===== src/rtl/counter_ctrl_pkg.sv =====
// ============================================================================
// Module : counter_ctrl_pkg
// Brief  : Shared types, defaults and helpers for the counter control master.
// Rev    : 1.0  initial release
// ============================================================================
`default_nettype none

package counter_ctrl_pkg;

    localparam int unsigned DEF_WIDTH = 4;
    localparam int unsigned DEF_REP_W = 8;

    typedef enum logic [1:0] {
        IDLE = 2'd0,
        LOAD = 2'd1,
        RUN  = 2'd2,
        DONE = 2'd3
    } ctrl_state_e;

    // Terminal condition depends on direction: top of range going up, zero going down.
    function automatic logic term_hit(input logic up, input logic at_max, input logic at_zero);
        return up ? at_max : at_zero;
    endfunction

endpackage

`default_nettype wire


===== src/rtl/counter_shadow.sv =====
// ============================================================================
// Module : counter_shadow
// Brief  : Expected-count shadow register with comparator and sticky error.
// Rev    : 1.0  initial release
// ============================================================================
`default_nettype none

module counter_shadow
    import counter_ctrl_pkg::*;
#(
    parameter int WIDTH = DEF_WIDTH
) (
    input  logic             clk,
    input  logic             rst,
    input  logic             clr_i,
    input  logic             load_i,
    input  logic             step_i,
    input  logic             up_i,
    input  logic [WIDTH-1:0] val_i,
    input  logic             check_i,
    input  logic [WIDTH-1:0] count_i,
    output logic             err_o
);

    localparam logic [WIDTH-1:0] C_ONE = {{(WIDTH-1){1'b0}}, 1'b1};

    logic [WIDTH-1:0] shadow_q, shadow_d;
    logic             err_q, err_d;
    logic             w_mismatch;

    assign w_mismatch = check_i && (count_i != shadow_q);

    always_comb begin
        shadow_d = shadow_q;
        err_d    = err_q;
        if (load_i) begin
            shadow_d = val_i;
        end else if (step_i) begin
            shadow_d = up_i ? (shadow_q + C_ONE) : (shadow_q - C_ONE);
        end
        if (clr_i) begin
            err_d = 1'b0;
        end else if (w_mismatch) begin
            err_d = 1'b1;
        end
    end

    always_ff @(posedge clk or posedge rst) begin
        if (rst) begin
            shadow_q <= '0;
            err_q    <= 1'b0;
        end else begin
            shadow_q <= shadow_d;
            err_q    <= err_d;
        end
    end

    // Flag is visible in the same cycle the bad count is presented.
    assign err_o = err_q | w_mismatch;

endmodule

`default_nettype wire


===== src/rtl/counter_ctrl.sv =====
// ============================================================================
// Module : counter_ctrl
// Brief  : Command-driven sequencer for an up/down loadable counter.
// Rev    : 1.0  initial release
// ============================================================================
`default_nettype none

module counter_ctrl
    import counter_ctrl_pkg::*;
#(
    parameter int WIDTH = DEF_WIDTH,
    parameter int REP_W = DEF_REP_W
) (
    input  logic             clk,
    input  logic             rst,
    input  logic             cmd_start,
    input  logic             cmd_up,
    input  logic [WIDTH-1:0] cmd_val,
    input  logic [REP_W-1:0] cmd_reps,
    input  logic             pause,
    input  logic             abort,
    output logic             load_n,
    output logic             up_down,
    output logic             ce,
    output logic [WIDTH-1:0] data_load,
    input  logic [WIDTH-1:0] count_out,
    input  logic             max_count,
    input  logic             zero,
    output logic             busy,
    output logic             done,
    output logic [REP_W-1:0] hit_cnt,
    output logic             cnt_err
);

    localparam logic [REP_W-1:0] C_HIT_ONE = {{(REP_W-1){1'b0}}, 1'b1};

    ctrl_state_e      state_q, state_d;
    logic             cfg_dn_q, cfg_dn_d;
    logic [WIDTH-1:0] cfg_val_q, cfg_val_d;
    logic [REP_W-1:0] cfg_reps_q, cfg_reps_d;
    logic [REP_W-1:0] hit_q, hit_d;
    logic             busy_q;

    logic             w_term;
    logic [REP_W:0]   w_hit_inc;
    logic             w_sh_load, w_sh_step, w_sh_clr, w_sh_check;

    // Direction is held inverted so a cleared config still drives up_down high.
    assign up_down   = ~cfg_dn_q;
    assign data_load = cfg_val_q;
    assign w_term    = term_hit(~cfg_dn_q, max_count, zero);
    assign w_hit_inc = {1'b0, hit_q} + {{REP_W{1'b0}}, 1'b1};

    always_comb begin
        state_d    = state_q;
        cfg_dn_d   = cfg_dn_q;
        cfg_val_d  = cfg_val_q;
        cfg_reps_d = cfg_reps_q;
        hit_d      = hit_q;
        load_n     = 1'b1;
        ce         = 1'b0;
        w_sh_load  = 1'b0;
        w_sh_step  = 1'b0;
        w_sh_clr   = 1'b0;
        w_sh_check = 1'b0;
        unique case (state_q)
            IDLE: begin
                if (cmd_start && !abort) begin
                    state_d    = LOAD;
                    cfg_dn_d   = ~cmd_up;
                    cfg_val_d  = cmd_val;
                    cfg_reps_d = cmd_reps;
                    hit_d      = '0;
                    w_sh_clr   = 1'b1;
                end
            end
            LOAD: begin
                load_n = 1'b0;
                if (abort) begin
                    state_d = IDLE;
                end else begin
                    w_sh_load = 1'b1;
                    state_d   = RUN;
                end
            end
            RUN: begin
                w_sh_check = 1'b1;
                if (abort) begin
                    state_d = IDLE;
                end else if (!pause) begin
                    ce = 1'b1;
                    if (w_term) begin
                        if ((cfg_reps_q == '0) || (w_hit_inc < {1'b0, cfg_reps_q})) begin
                            load_n    = 1'b0;
                            w_sh_load = 1'b1;
                            if (hit_q != '1) begin
                                hit_d = hit_q + C_HIT_ONE;
                            end
                        end else begin
                            // Freeze the counter on its terminal value for completion.
                            ce      = 1'b0;
                            hit_d   = cfg_reps_q;
                            state_d = DONE;
                        end
                    end else begin
                        w_sh_step = 1'b1;
                    end
                end
            end
            DONE: begin
                state_d = IDLE;
            end
            default: begin
                state_d = IDLE;
            end
        endcase
    end

    always_ff @(posedge clk or posedge rst) begin
        if (rst) begin
            state_q    <= IDLE;
            cfg_dn_q   <= 1'b0;
            cfg_val_q  <= '0;
            cfg_reps_q <= '0;
            hit_q      <= '0;
            busy_q     <= 1'b0;
        end else begin
            state_q    <= state_d;
            cfg_dn_q   <= cfg_dn_d;
            cfg_val_q  <= cfg_val_d;
            cfg_reps_q <= cfg_reps_d;
            hit_q      <= hit_d;
            busy_q     <= (state_d == LOAD) || (state_d == RUN);
        end
    end

    assign busy    = busy_q;
    assign done    = (state_q == DONE);
    assign hit_cnt = hit_q;

    counter_shadow #(
        .WIDTH (WIDTH)
    ) u_shadow (
        .clk     (clk),
        .rst     (rst),
        .clr_i   (w_sh_clr),
        .load_i  (w_sh_load),
        .step_i  (w_sh_step),
        .up_i    (~cfg_dn_q),
        .val_i   (cfg_val_q),
        .check_i (w_sh_check),
        .count_i (count_out),
        .err_o   (cnt_err)
    );

endmodule

`default_nettype wire


===== config.mk =====
export PLATFORM = sky130hd
export DESIGN_NAME = counter_ctrl
export DESIGN_NICKNAME = d
export VERILOG_FILES = /design/src/rtl/counter_ctrl_pkg.sv /design/src/rtl/counter_shadow.sv /design/src/rtl/counter_ctrl.sv
export SDC_FILE = /design/constraint.sdc
export NUM_CORES = 1
export LEC_CHECK = 0
export BUFFER_PORTS_ARGS = -buffer_cell sky130_fd_sc_hd__buf_2
export CAP_MARGIN = 20
export CORE_MARGIN = 1
export CORE_UTILIZATION = 59
export CTS_CLUSTER_SIZE = 14
export DETAILED_ROUTE_END_ITERATION = 10
export GPL_ROUTABILITY_DRIVEN = 0
export GPL_TIMING_DRIVEN = 0
export PLACE_DENSITY = 0.85
export SETUP_SLACK_MARGIN = 0.05
export SYNTH_ARGS = -nofsm -noshare
export SYNTH_HDL_FRONTEND = slang
export SYNTH_SLANG_ARGS = --single-unit

===== constraint.sdc =====
create_clock -name clk -period 6.25 [get_ports clk]
set_input_delay 0.625 -clock clk [delete_from_list [all_inputs] [get_ports clk]]
set_output_delay 0.625 -clock clk [all_outputs]
set_load 0.02 [all_outputs]

==> impl_metrics.env, run 1 <==
export IMPL_ys_ff_latch=29
export IMPL_antenna_found_initial=0
export IMPL_final_min_clock_period_ns=4.13
export IMPL_max_freq_mhz=242
export IMPL_async_flop_share_pct=100
export IMPL_numCtsBuffers=5
export IMPL_via_count=1767
export IMPL_syn_inst=213
export IMPL_syn_to_final_growth_pct=18.0
export IMPL_yosysUniqueCellTypes=52
export IMPL_initial_utilization_pct=61.5
export IMPL_grt_pass1_wl_um=7230
export IMPL_criticalPathCategory="flip-flop to output port"
export IMPL_finalHoldViolCount=0
export IMPL_clkTransAtPathRegs_ns=0.09
export IMPL_ctsResizeCount=0
export IMPL_drv_slew=0
export IMPL_synth_nets=252
export IMPL_io_buffers=40
export IMPL_drt_iter0_drc=137
export IMPL_worstMarginPinSlew_ns=0.599
export IMPL_yosysSeqAreaShare_pct=35.4
export IMPL_nFillCells=259
export IMPL_maxCapViolations=0
export IMPL_fp_dieH_um=61.0
export IMPL_final_cell_mix="buf_2, dfrtp_1, mux2_2"
export IMPL_wl_per_cell_um=14.6
export IMPL_rsz0062_at_grt="no"
export IMPL_cp_slowest_cell="dfrtp_1"
export IMPL_peakVddDrop_mv=0.202
export IMPL_cts_tree="done"
export IMPL_hold_class="input pin to async pin"
export IMPL_hold_buffers=0
export IMPL_required_ns=5.62
export IMPL_cpPeakStageDelay_ns=0.49
export IMPL_fin_worst_skew_ns=0.00663
export IMPL_grt_start_max_net_pins=17
export IMPL_avgViaCountPerCell=5.74
export IMPL_tns_ns=0
export IMPL_grt_overflow_total=0
export IMPL_root_buffer="clkbuf_4"
export IMPL_ys_flop_type="dfrtp_1"
export IMPL_core_mm2=0.00334
export IMPL_synth_top_area_cell="dfrtp_1"
export IMPL_yosys_warnings=0
export IMPL_firstDrtPassIters=4
export IMPL_grt_pass1_vias=1645
export IMPL_startpoint_type="flip-flop"
export IMPL_slew_headroom_pct=60.1
export IMPL_clk_latency_ns=0.34
export IMPL_rows=21
export IMPL_wl_um=4490
export IMPL_powerDensity_mw_per_mm2=354
export IMPL_crit_path_end_kind="output port"
export IMPL_syn_avg_cell_area_um2=9.63
export IMPL_syn_cell_area_mm2=0.00205
export IMPL_layout_commonest_cell="buf_2"
export IMPL_status="complete, no violations"
export IMPL_drc=0
export IMPL_hpwl_um=3380
export IMPL_globalRouteTotalUtil_pct=27.3
export IMPL_period_share_pct=66.2
export IMPL_crit_buf_inv=2
export IMPL_finalSetupViolations=0
export IMPL_cts_sinks=29
export IMPL_critical_path_top_delay_family="simple AND/OR/NAND/NOR gates"
export IMPL_synth_edf_count=0
export IMPL_dp_worst_setup_slack_ns=2.50
export IMPL_clk_path_buf_depth=2
export IMPL_finalWorstSetupSlack_ns=2.12
export IMPL_h_tree_depth=2
export IMPL_crit_fanout=10
export IMPL_final_antenna_net_count=0
export IMPL_die_area_mm2=0.00372
export IMPL_nets=300
export IMPL_cts_setup_buffers=0
export IMPL_diodes=0
export IMPL_io_pins=42
export IMPL_leakage_nw=1.18
export IMPL_fp_dieW_um=61.0
export IMPL_cp_arrival_ns=3.51
export IMPL_synth_top_area_share_pct=35.4
export IMPL_crit_chain="ha_1 > nand3_1 > or2_2 > xnor2_1 > ha_1 > and3_1 > nand2_1 > o211ai_1 > clkbuf_1 > nand2_1 > a22oi_1 > buf_2"
export IMPL_synthTopCellsByArea="dfrtp_1, mux2_2, ha_1"
export IMPL_layout_drive_gt1_share_pct=28.2
==> cell families (layout without fill, tap and decap cells) <==
group	after synthesis	in the layout	synth area share, %
and+or+nand+nor	63	63	16.7
muxes	20	20	10.8
adders and majority gates	15	15	9.51
AOI/OAI and AO/OA	49	49	17.1
xor gates and xnor gates	12	12	5.12
DFF	29	29	35.4
buffers and inverters	25	74	5.37
==> final cells by class <==
| cell class | instances | area (µm²) | area share, % |
|---|---|---|---|
| Timing Repair Buffer | 41 | 228 | 9.40 |
| Tap cell | 46 | 57.6 | 2.38 |
| Clock inverter | 1 | 30.0 | 1.24 |
| Buffer | 10 | 53.8 | 2.22 |
| Clock buffer | 7 | 55.1 | 2.27 |
| Sequential cell | 29 | 726 | 30.0 |
| Inverter | 15 | 56.3 | 2.32 |
| Multi-Input combinational cell | 159 | 1220 | 50.2 |
==> synth_stat cells, types with 2 or more instances <==
master and n:
a31oi_1 4, a21o_1 5, or4_1 2, ha_1 14
mux2i_1 3, nand4_1 2, clkbuf_1 7, nand2_1 16
o21ai_0 7, o21ai_1 5, nor3_1 6, a21oi_1 6
or2_2 2, nor2_1 8, o211ai_1 3, xnor2_1 9
xor2_1 3, dfrtp_1 29, mux2_2 17, buf_6 2
inv_1 15, and3_1 3, nand3_1 9, a32oi_1 4
nand2b_1 5
==> worst paths after layout <==
check                           cells after the start  slack, ns    startpoint                    to
worst min-delay path                                2       0.34           rst            hit_cnt[6]
worst min register to register                      1       0.53  data_load[1]  u_shadow.shadow_q[1]
min in group clk                                    2       0.49        cmd_up              cfg_dn_q
max in group asynchronous                           3       5.43           rst          data_load[1]
worst max-delay path                               12       2.12    hit_cnt[0]                load_n
worst max register to register                     11       3.04    hit_cnt[0]                  busy
==> report_power, final <==
group | leakage [nW] | switching [mW] | internal (mW)
clock | 0.0455 | 0.0675 | 0.0954
combinational | 0.770 | 0.196 | 0.177
sequential | 0.365 | 0.0678 | 0.254
total | 1.18 | 0.332 | 0.526
==> flip-flops by register name, summed over array words and instances, names as in the netlist <==
name               flops
cfg_reps_q             8
u_shadow.err_q         1
cfg_dn_q               1
busy                   1
hit_cnt                8
state_q                2
u_shadow.shadow_q      4
data_load              4
==> layer usage <==
| layer | global-route usage, % | vias to the layer above | wire, µm |
|---|---|---|---|
| met1 | 32.9 | 839 | 1920 |
| met5 | 0 | - | 0 |
| li1 | - | 868 | - |
| met3 | 5.97 | 9 | 263 |
| met4 | 10.7 | 0 | 76 |
| met2 | 47.4 | 51 | 2230 |
==> through the flow <==
stage | cells | power (mW) | hold slack (ns) | utilization [%] | cell area, µm²
after CTS | 308 | 0.860 | 0.348 | 72.6 | 2420
after floorplan | 213 | 0.593 | 0.493 | - | 2050
after global routing | 308 | 0.918 | 0.398 | 72.6 | 2420
final | 308 | 0.858 | 0.339 | 72.6 | 2420
after detailed placement | 300 | 0.693 | 0.515 | 70.0 | 2340
after global placement | 299 | 0.675 | 0.507 | 69.2 | 2310
No activity file was read; power rests on OpenSTA's default activity.
==> inputs of run 2 (changes only) <==
--- a/config.mk
+++ b/config.mk
@@ -8,12 +8,12 @@
 export BUFFER_PORTS_ARGS = -buffer_cell sky130_fd_sc_hd__buf_2
 export CAP_MARGIN = 20
 export CORE_MARGIN = 1
-export CORE_UTILIZATION = 59
+export CORE_UTILIZATION = 55
 export CTS_CLUSTER_SIZE = 14
 export DETAILED_ROUTE_END_ITERATION = 10
 export GPL_ROUTABILITY_DRIVEN = 0
 export GPL_TIMING_DRIVEN = 0
-export PLACE_DENSITY = 0.85
+export PLACE_DENSITY = 0.8
 export SETUP_SLACK_MARGIN = 0.05
 export SYNTH_ARGS = -nofsm -noshare
 export SYNTH_HDL_FRONTEND = slang
==> constraint.sdc (replaced) <==
create_clock -name clk -period 4.2 [get_ports clk]
set_input_delay 0.42 -clock clk [delete_from_list [all_inputs] [get_ports clk]]
set_output_delay 0.42 -clock clk [all_outputs]
set_load 0.02 [all_outputs]
==> run 2 against run 1 <==
  * Largest cell class unchanged
  * Utilization down 2.3 points
  * Via count up 2.1%
  * Total power up 45%
  * Largest power group unchanged
  * Non-clock buffer count unchanged
==> impl_metrics.env, run 2 (synthesis gave the netlist of run 1 again) <==
export IMPL_peakVddDrop_mv=0.315
export IMPL_grt_overflow_total=0
export IMPL_rr_endpoint="busy"
export IMPL_io_pins=42
export IMPL_hold_class="input pin to async pin"
export IMPL_rows=21
export IMPL_cts_tree="done"
export IMPL_finalSetupViolations=0
export IMPL_firstDrtPassIters=4
export IMPL_cts_setup_buffers=0
export IMPL_die_area_mm2=0.00398
export IMPL_max_freq_mhz=258
export IMPL_tns_ns=0
export IMPL_clk_path_buf_depth=2
export IMPL_drc=0
export IMPL_diodes=0
export IMPL_critical_path_top_delay_family="simple AND/OR/NAND/NOR gates"
export IMPL_fin_worst_skew_ns=0.00522
export IMPL_fp_dieW_um=63.1
export IMPL_startpoint_type="flip-flop"
export IMPL_final_min_clock_period_ns=3.88
export IMPL_cp_arrival_ns=3.46
export IMPL_layout_commonest_cell="buf_2"
export IMPL_reg2reg_slack_ns=0.98
export IMPL_core_mm2=0.00344
export IMPL_period_share_pct=92.4
export IMPL_crit_fanout=10
export IMPL_syn_to_final_growth_pct=17.9
export IMPL_grt_pass1_vias=1738
export IMPL_crit_path_end_kind="output port"
export IMPL_final_antenna_net_count=0
export IMPL_dp_cells=300
export IMPL_grt_pass1_wl_um=7700
export IMPL_required_ns=3.78
export IMPL_layout_drive_gt1_share_pct=28.2
export IMPL_clk_latency_ns=0.28
export IMPL_io_buffers=40
export IMPL_r2r_start="hit_cnt[0]"
export IMPL_leakage_nw=1.18
export IMPL_criticalPathCategory="flip-flop to output port"
export IMPL_drt_iter0_drc=77
export IMPL_drv_slew=0
export IMPL_clkTransAtPathRegs_ns=0.06
export IMPL_worstMarginPinSlew_ns=0.594
export IMPL_hold_buffers=0
export IMPL_nets=300
export IMPL_rsz0062_at_grt="no"
export IMPL_via_count=1804
export IMPL_p_total_mw=1.25
export IMPL_ctsResizeCount=0
export IMPL_h_tree_depth=2
export IMPL_slew_headroom_pct=60.4
export IMPL_crit_chain="ha_1 > nand3_1 > or2_2 > xnor2_1 > ha_1 > and3_1 > nand2_1 > o211ai_1 > clkbuf_1 > nand2_1 > a22oi_1 > buf_2"
export IMPL_cpPeakStageDelay_ns=0.48
export IMPL_status="complete, no violations"
export IMPL_maxCapViolations=0
export IMPL_cts_sinks=29
export IMPL_finalHoldViolCount=0
export IMPL_final_cell_mix="buf_2, dfrtp_1, mux2_2"
export IMPL_crit_buf_inv=2
export IMPL_grt_start_max_net_pins=17
export IMPL_wl_per_cell_um=14.6
export IMPL_numCtsBuffers=5
export IMPL_fin_cells=308
export IMPL_antenna_found_initial=0
export IMPL_globalRouteTotalUtil_pct=25.4
export IMPL_cp_slowest_cell="dfrtp_1"
export IMPL_initial_utilization_pct=59.6
export IMPL_worst_r2r_path_depth=11
export IMPL_wl_um=4500
export IMPL_nFillCells=288
export IMPL_hpwl_um=3410
export IMPL_avgViaCountPerCell=5.86
export IMPL_fp_dieH_um=63.1
export IMPL_root_buffer="clkbuf_8"
export IMPL_powerDensity_mw_per_mm2=515
## run 2: cell count changes in the layout (fill, tap and decap cells not counted), sizes merged
cell    before  now
bufinv       1    0
clkinv       0    2
clkbuf      14   13
## run 2: how the worst max path moves through the flow
stage,start,endpoint,slack [ns],cells past startpoint
2_1_floorplan,hit_cnt[0],load_n,0.89,11
4_1_cts,hit_cnt[0],load_n,0.32,12
3_3_place_gp,hit_cnt[0],load_n,0.67,12
3_5_place_dp,hit_cnt[0],load_n,0.65,12
6_report,hit_cnt[0],load_n,0.32,12
5_1_grt,hit_cnt[0],load_n,0.07,12
## run 2: metal layers
metal	GRT usage, %	wire length, µm
met3	8.15	249
met5	0	0
met2	42.6	2240
met1	30.2	1980
met4	9.30	38
## run 2: stage by stage
| step | worst slack, ns | utilization, % | instance area (µm²) | hold WS (ns) |
|---|---|---|---|---|
| after global routing | 0.0708 | 70.3 | 2420 | 0.257 |
| after global placement | 0.666 | 67.1 | 2310 | 0.511 |
| after floorplan | 0.887 | - | 2050 | 0.493 |
| after detailed placement | 0.650 | 67.9 | 2340 | 0.515 |
| final | 0.318 | 70.3 | 2420 | 0.195 |
| after CTS | 0.315 | 70.3 | 2420 | 0.203 |
## run 2: area by class of cell
class                      instances  area [µm²]  share of cell area, %
inverter                          15        56.3                   2.33
timing repair buffer              41         228                   9.41
buffer                            10        53.8                   2.22
clock buffer                       6        72.6                   3.00
tap                               46        57.6                   2.38
clock inverter                     2        10.0                  0.414
multi-input combinational        159        1220                   50.3
sequential                        29         726                   30.0
## run 2: report_power, final
part           internal [mW]  switching (mW)
Clock                  0.114           0.105
Combinational          0.262           0.284
Sequential             0.379           0.101
